<file path="src/rtl/uart_rx_os.sv">
// rtl/uart_rx_os.sv - 16x-oversampled UART receiver (8N1 default) with framing-error flag
module uart_rx_os #(
  parameter int DBIT    = 8,
  parameter int OS      = 16,
  parameter int SB_TICK = 16
) (
  input  logic            clk,
  input  logic            reset,
  input  logic            s_tick,
  input  logic            rx,
  output logic [DBIT-1:0] dout,
  output logic            rx_done_tick,
  output logic            frame_err,
  output logic            busy
);

  localparam int SMAX = (OS > SB_TICK) ? OS : SB_TICK;
  localparam int SW   = $clog2(SMAX);
  localparam int NW   = (DBIT > 1) ? $clog2(DBIT) : 1;

  localparam logic [1:0] IDLE  = 2'd0;
  localparam logic [1:0] START = 2'd1;
  localparam logic [1:0] DATA  = 2'd2;
  localparam logic [1:0] STOP  = 2'd3;

  // Terminal counts: half a bit to reach mid-start, a full bit between
  // data samples, and the stop period length.
  localparam logic [SW-1:0] S_HALF = SW'(OS / 2 - 1);
  localparam logic [SW-1:0] S_BIT  = SW'(OS - 1);
  localparam logic [SW-1:0] S_STOP = SW'(SB_TICK - 1);
  localparam logic [NW-1:0] N_LAST = NW'(DBIT - 1);

  logic            rx_meta;
  logic            rx_s;
  logic [1:0]      state, state_n;
  logic [SW-1:0]   s, s_n;
  logic [NW-1:0]   n, n_n;
  logic [DBIT-1:0] b, b_n;
  logic            load;

  // Two-flop synchroniser for the asynchronous serial line; resets to idle-high.
  always_ff @(posedge clk or posedge reset) begin
    if (reset) begin
      rx_meta <= 1'b1;
      rx_s    <= 1'b1;
    end else begin
      rx_meta <= rx;
      rx_s    <= rx_meta;
    end
  end

  // Next-state logic: counters only move on oversample ticks; IDLE reacts
  // to the falling edge without waiting for a tick.
  always_comb begin
    state_n = state;
    s_n     = s;
    n_n     = n;
    b_n     = b;
    load    = 1'b0;
    case (state)
      IDLE: begin
        if (!rx_s) begin
          state_n = START;
          s_n     = '0;
        end
      end
      START: begin
        if (s_tick) begin
          if (s == S_HALF) begin
            if (!rx_s) begin
              state_n = DATA;
              s_n     = '0;
              n_n     = '0;
            end else begin
              state_n = IDLE;
            end
          end else begin
            s_n = s + 1'b1;
          end
        end
      end
      DATA: begin
        if (s_tick) begin
          if (s == S_BIT) begin
            s_n         = '0;
            b_n         = b >> 1;
            b_n[DBIT-1] = rx_s;
            if (n == N_LAST) begin
              state_n = STOP;
            end else begin
              n_n = n + 1'b1;
            end
          end else begin
            s_n = s + 1'b1;
          end
        end
      end
      STOP: begin
        if (s_tick) begin
          if (s == S_STOP) begin
            load    = 1'b1;
            state_n = IDLE;
          end else begin
            s_n = s + 1'b1;
          end
        end
      end
      default: state_n = IDLE;
    endcase
  end

  // State, counters and outputs; dout/frame_err only change when a frame completes.
  always_ff @(posedge clk or posedge reset) begin
    if (reset) begin
      state        <= IDLE;
      s            <= '0;
      n            <= '0;
      b            <= '0;
      busy         <= 1'b0;
      rx_done_tick <= 1'b0;
      dout         <= '0;
      frame_err    <= 1'b0;
    end else begin
      state        <= state_n;
      s            <= s_n;
      n            <= n_n;
      b            <= b_n;
      busy         <= (state_n != IDLE);
      rx_done_tick <= load;
      if (load) begin
        dout      <= b;
        frame_err <= ~rx_s;
      end
    end
  end

endmodule

</file>
<file path="config.mk">
export PLATFORM = sky130hd
export DESIGN_NAME = uart_rx_os
export DESIGN_NICKNAME = d
export VERILOG_FILES = /design/src/rtl/uart_rx_os.sv
export SDC_FILE = /design/constraint.sdc
export NUM_CORES = 1
export LEC_CHECK = 0
export ABC_AREA = 1
export BUFFER_PORTS_ARGS = -buffer_cell sky130_fd_sc_hd__buf_4
export CAP_MARGIN = 5
export CORE_MARGIN = 3
export CORE_UTILIZATION = 45
export DETAILED_ROUTE_END_ITERATION = 10
export MAX_ROUTING_LAYER = met4
export PLACE_DENSITY = 0.66
export SLEW_MARGIN = 10
export SYNTH_ARGS = -nofsm -noshare
export SYNTH_HDL_FRONTEND = slang
export SYNTH_SLANG_ARGS = --single-unit
</file>
<file path="constraint.sdc">
create_clock -name clk -period 2.1 [get_ports clk]
set_clock_uncertainty 0.2 [all_clocks]
set_input_delay 0.42 -clock clk [delete_from_list [all_inputs] [get_ports clk]]
set_output_delay 0.42 -clock clk [all_outputs]
set_load 0.02 [all_outputs]
</file>
==> reports/metrics.yaml, run 1 <==
timing:
  setup_viol: 0
  max_freq_mhz: 581.7
  fin_crit_ps: 1719
  worst_hold_slack_ps: 162.2
  tightest_slew_ps: 376.0
  setup_tns_ps: 0
  final_max_slew_viol_count: 0
  hold_viol: 0
  slew_headroom_pct: 74.93
  rsz0062_at_grt: "false"
  fin_ws_ps: 380.8
  min_period_over_period_pct: 81.87
clock_network:
  clock_latency_ps: 340
  path_clk_slew_ps: 100
  cts_buffers: 5
  cts_buffer_depth: 2
  cts_tree: "built"
  cts-root-buf: "clkbuf_4"
  h-tree-depth: 2
  cts_num_sinks: 30
finish:
  fillCellCount: 302
  final_nets: 197
  fin_cells: 235
  drive_above_1_share_pct: 25.65
  fin_area_mm2: 0.001695
  post-route-util_pct: 55.08
  syn_to_final_growth_pct: 15.03
  antenna_cells: 0
global_route:
  grt_pass1_wl_um: 4788
  grt_max_degree: 31
  grt_usage_pct: 15.60
  overflow: 0
  first_global_vias: 1140
  antenna_found_initial: 0
yosys:
  syn_area_per_cell_um2: 8.721
  ys_warn_count: 0
  ys_seq_elements: 30
  yosysSeqAreaShare_pct: 51.10
  syn_nets: 176
  ys_types: 22
  netlist_area_mm2: 0.001474
  synth_cells: 169
drt:
  drt_iter0_markers: 24
  ant_nets: 0
  wl_per_cell_um: 10.77
  drt_first_pass_iters: 4
  vias: 1100
  drt_wl_total_um: 2531
  drc_errors: 0
  vias_per_cell: 4.681
worst_hold_path:
  min_path_type: "flop to flop"
  min_delay_worst_endpoint: "rx_s"
  holdPathStages: 0
  min_from: "rx_meta"
worst_setup_path:
  cpMostUsedCell: "nand2_1"
  path_cells: "ha_1 -> nand2_1 -> o21ai_1 -> nand2_1 -> o21ai_0 -> nand2_1"
  max_stage_delay_ps: 400
  critPathLaunchType: "flop"
  crit_slowest_cell: "dfrtp_1"
  r2r_cells: 6
  crit_type: "flop to flop"
  required_ps: 2120
  rrSetupSlack_ps: 380
  r2r-start: "s[0]"
  endpoint_kind: "flop"
  worstReg2RegEnd: "n[0]"
  crit_fanout: 6
  arrival_ps: 1740
  cp-startpoint: "s[0]"
floorplanning:
  die_h_um: 63.23
  core_area_mm2: 0.003078
  die_w_um: 63.23
  io-pin-count: 15
  rows: 20
  dieArea_mm2: 0.003998
  initial_core_util_pct: 47.89
placed_design:
  post-dp-hpwl_um: 1872
  dpl.cell_count: 225
  gp_congestion: 0.9038
  dp_slack_ps: 397.2
  port_buffers: 14
  placed_area_mm2: 0.001612
pwr:
  p_total_mw: 1.581
  powerDensity_mw_per_mm2: 932.6
  p_leak_nw: 0.8950
  irDropWorstVdd_mv: 0.5625
status:
  status: "finished clean"
flow_run:
  maxCapViolCount: 0
[cell usage in the layout, fill, tap and decap left out, drive strengths merged, types with 2 or more instances in the layout]
| cell | instances |
|---|---|
| dfrtp | 28 |
| clkinv | 2 |
| inv | 25 |
| nand4 | 2 |
| dfstp | 2 |
| dlygate4sd3 | 2 |
| nand3 | 12 |
| nor2 | 16 |
| buf | 15 |
| o21ai | 22 |
| ha | 3 |
| clkbuf | 6 |
| nand2 | 53 |
[how the worst max path moves through the flow]
stage	slack [ps]	endpoint
after CTS	380	n[0]
final	380	n[0]
after floorplan	570	b[4]
after global placement	510	busy
after global routing	170	n[2]
after detailed placement	400	n[0]
[critical path: cells and delay by family, from the launching register on]
kind,cells,cell delay [ps]
compound gates,2,380
fa+ha+maj,1,290
simple gates,3,340
flops,1,400
[state kept, by name, summed over array words and instances, names as in the netlist]
| signal | count |
|---|---|
| b | 8 |
| busy | 1 |
| dout | 8 |
| frame_err | 1 |
| n | 3 |
| rx_done_tick | 1 |
| rx_meta | 1 |
| rx_s | 1 |
| s | 4 |
| state | 2 |
[timing repair]
item,in CTS,in global routing
gates resized for setup,0,0
endpoints found under the hold margin,29,0
hold buffers,2,0
setup buffers,0,0
[Yosys cell counts (all sizes together)]
cell type,count,area [um2]
nor2,16,77.58
buf,3,30.03
dfrtp,28,700.7
inv,25,93.84
a21oi,1,5.000
o21ai,22,170.2
clkinv,1,3.750
nand2,53,216.5
dfstp,2,52.55
nand4,2,12.51
ha,3,37.54
xor2,1,8.760
nand3,12,65.06
[kinds of logic after synthesis]
kind of cell | Yosys count | synth area share, %
buffers and inverters | 29 | 8.659
xor gates and xnor gates | 1 | 0.5943
adders and majority gates | 3 | 2.547
and+or+nand+nor | 83 | 25.21
DFF | 30 | 51.10
AOI/OAI and AO/OA | 23 | 11.88
[layer usage]
metal	part of all wire (%)	global-route usage (%)	vias up
met4	1.8	5.930	0
met5	0	-	-
li1	-	-	565
met1	46	17.64	513
met3	4.2	5.882	6
met2	48	25.16	16
[final cells by class]
class	instances	area, um2	area share [%]
clock inverters	2	12.51	0.7380
clock buffers	6	51.30	3.026
repair buffers	17	132.6	7.823
multi-input cells	110	593.1	34.98
inverters	26	97.59	5.756
flip-flops and latches	30	753.2	44.43
well taps	44	55.05	3.247
[report_power, final]
| group | leakage, nW | switching [mW] | internal [mW] | total, mW |
|---|---|---|---|---|
| Sequential | 0.401 | 0.0829 | 0.653 | 0.736 |
| Clock | 0.0343 | 0.209 | 0.161 | 0.370 |
| Combinational | 0.460 | 0.316 | 0.159 | 0.475 |
| Total | 0.895 | 0.608 | 0.973 | 1.58 |
Power figures use the tool's default switching activity.
==> run 2: changes to the inputs <==
==> constraint.sdc (replaced) <==
create_clock -name clk -period 1.7 [get_ports clk]
set_clock_uncertainty 0.2 [all_clocks]
set_input_delay 0.34 -clock clk [delete_from_list [all_inputs] [get_ports clk]]
set_output_delay 0.34 -clock clk [all_outputs]
set_load 0.02 [all_outputs]
==> reports/metrics.yaml, run 2 (synthesized netlist as in run 1, its figures left out) <==
status:
  status: "finished clean"
floorplanning:
  rows: 20  # unchanged
  initial_core_util_pct: 47.89  # unchanged
  die_h_um: 63.23  # unchanged
  dieArea_mm2: 0.003998  # unchanged
  io-pin-count: 15  # unchanged
  core_area_mm2: 0.003078  # unchanged
  die_w_um: 63.23  # unchanged
drt:
  vias: 1130  # +2.7%
  drt_first_pass_iters: 4  # unchanged
  wl_per_cell_um: 11.00  # +2.1%
  vias_per_cell: 4.788  # +2.3%
  drt_wl_total_um: 2596  # +2.6%
  drt_iter0_markers: 29  # +21%
  drc_errors: 0  # unchanged
  ant_nets: 0  # unchanged
timing:
  slew_headroom_pct: 82.62  # +7.7 points
  hold_viol: 0  # unchanged
  max_freq_mhz: 634.5  # +9.1%
  final_max_slew_viol_count: 0  # unchanged
  tightest_slew_ps: 260.7  # -115.3 ps
  fin_crit_ps: 1576  # -143.2 ps
  fin_ws_ps: 124.0  # -256.8 ps
  setup_tns_ps: 0  # unchanged
  setup_viol: 0  # unchanged
  min_period_over_period_pct: 92.71  # +11 points
global_route:
  grt_max_degree: 31  # unchanged
  grt_usage_pct: 15.03  # -0.57 points
  antenna_found_initial: 0  # unchanged
  grt_pass1_wl_um: 4547  # -5.0%
  first_global_vias: 1080  # -5.3%
  overflow: 0  # unchanged
clock_network:
  clock_latency_ps: 330  # about the same
  cts_buffer_depth: 2  # unchanged
  cts_buffers: 5  # unchanged
  h-tree-depth: 2  # unchanged
  cts-root-buf: "clkbuf_4"
  cts_num_sinks: 30  # unchanged
  path_clk_slew_ps: 80  # -20 ps
  cts_tree: "built"
worst_setup_path:
  r2r_cells: 8  # +2
  arrival_ps: 1590  # -150 ps
  crit_type: "flop to flop"
  max_stage_delay_ps: 410  # about the same
  required_ps: 1720  # -400 ps
  worstReg2RegEnd: "n[2]"
  critPathLaunchType: "flop"
  r2r-start: "n[0]"
  endpoint_kind: "flop"
  rrSetupSlack_ps: 120  # -260 ps
  crit_fanout: 4  # -2
  cpMostUsedCell: "nand2_1"
  path_cells: "ha_1 -> ha_1 -> inv_1 -> nand2_1 -> nand2_1 -> nand2_2 -> o21ai_1 -> nand2_1"
  crit_slowest_cell: "dfrtp_1"
pwr:
  powerDensity_mw_per_mm2: 1205  # +29%
  clockPowerShare_pct: 26.1  # +2.7 points
  p_total_mw: 2.104  # +33%
  switchingPower_mw: 0.7572  # +25%
  switching_share_pct: 35.99  # -2.5 points
  seq_power_share_pct: 43.6  # -3.0 points
  combPwrFrac_pct: 30.3  # +0.2 points
  internal_power_mw: 1.347  # +38%
  p_leak_nw: 0.9080  # +1.4%
  irDropWorstVdd_mv: 0.7960  # +42%
placed_design:
  port_buffers: 14  # unchanged
  gp_congestion: 0.9042  # about the same
  post-dp-hpwl_um: 1894  # +1.2%
  dp_slack_ps: 46.28  # -350.9 ps
worst_hold_path:
  min_delay_worst_endpoint: "rx_s"
  holdPathStages: 0  # unchanged
  min_path_type: "flop to flop"
  min_from: "rx_meta"
finish:
  syn_to_final_growth_pct: 18.42
  regArea_um2: 754.5  # +0.17%
  final_common_cell: "nand2_1"
  fillCellCount: 286  # -5.3%
  drive_above_1_share_pct: 27.08  # +1.4 points
  multi_input_area_um2: 610.6  # +3.0%
  antenna_cells: 0  # unchanged
  final_cell_mix: "nand2_1 (48), dfrtp_1 (27), inv_1 (24), o21ai_2 (16), buf_4 (15)"
  final_nets: 198  # +0.51%
  top_regs: "b: 8 flops, dout: 8 flops, s: 4 flops"
flow_run:
  maxCapViolCount: 0  # unchanged
## run 2: changes by cell type in the layout (fill, tap and decap cells not counted), sizes merged
| cell | before | now |
|---|---|---|
| clkinvlp | 1 | 0 |
| buf | 15 | 16 |
| clkinv | 2 | 1 |
| clkbuf | 6 | 7 |
| bufinv | 0 | 1 |
## run 2: cell type report
type                    instances  area share, %
clock buffers                   7          2.581
clock inverters                 1          1.720
inverters                      26          5.591
multi-input cells             110          34.98
flip-flops and latches         30          43.23
well taps                      44          3.154
repair buffers                 18          8.746
## run 2: worst max-delay path by stage
stage,from,endpoint,slack (ps),depth (start not counted)
final,n[0],n[2],120,8
after global routing,s[0],busy,-1,7
after CTS,s[0],n[2],20,6
after detailed placement,s[0],n[2],50,6
after global placement,s[0],busy,110,7
after floorplan,s[0],b[4],170,7
## run 2: repair_timing
| action | in CTS | in global routing |
|---|---|---|
| setup buffers | 0 | 1 |
| endpoints found under the setup margin | 0 | 26 |
| resized for setup | 0 | 8 |
| hold buffers | 2 | 0 |
| endpoints found under the hold margin | 29 | 0 |
## run 2: stage by stage
| step | hold slack (ps) | instance area (um2) | instances | utilization (%) |
|---|---|---|---|---|
| 2_1_floorplan | 144.5 | 1474 | 169 | - |
| 3_3_place_gp | 147.6 | 1624 | 225 | 52.76 |
| 3_5_place_dp | 149.1 | 1624 | 225 | 52.76 |
| 4_1_cts | 162.0 | 1719 | 235 | 55.85 |
| 5_1_grt | 168.2 | 1745 | 236 | 56.71 |
| 6_report | 159.9 | 1745 | 236 | 56.71 |
## run 2: critical path: cells and delay by family, from the launching register on
family,cells,cell delay [ps]
buffers and inverters,1,90
adder cells (fa/ha/maj),2,370
flip-flops,1,410
AO/OA/AOI/OAI,1,130
AND/OR/NAND/NOR,4,270
## run 2: power by group through the flow
stage                     combinational, mW  sequential (mW)  clock, mW
after global placement                0.573            0.917          0
final                                 0.637            0.918      0.549
after detailed placement              0.594            0.923          0
after global routing                  0.745            0.941      0.591
after CTS                             0.601            0.909      0.554
after floorplan                       0.478            0.900          0
## run 2: per-layer routing
metal  share of wire (%)  wire length (um)  vias to the layer above  track usage, %
met5                   0                 0                        -               -
met4                 2.5                65                        0           7.278
met3                 3.5                92                        6           3.922
met2                  49              1276                       25           23.98
met1                  45              1162                      531           17.68
li1                    -                 -                      568               -
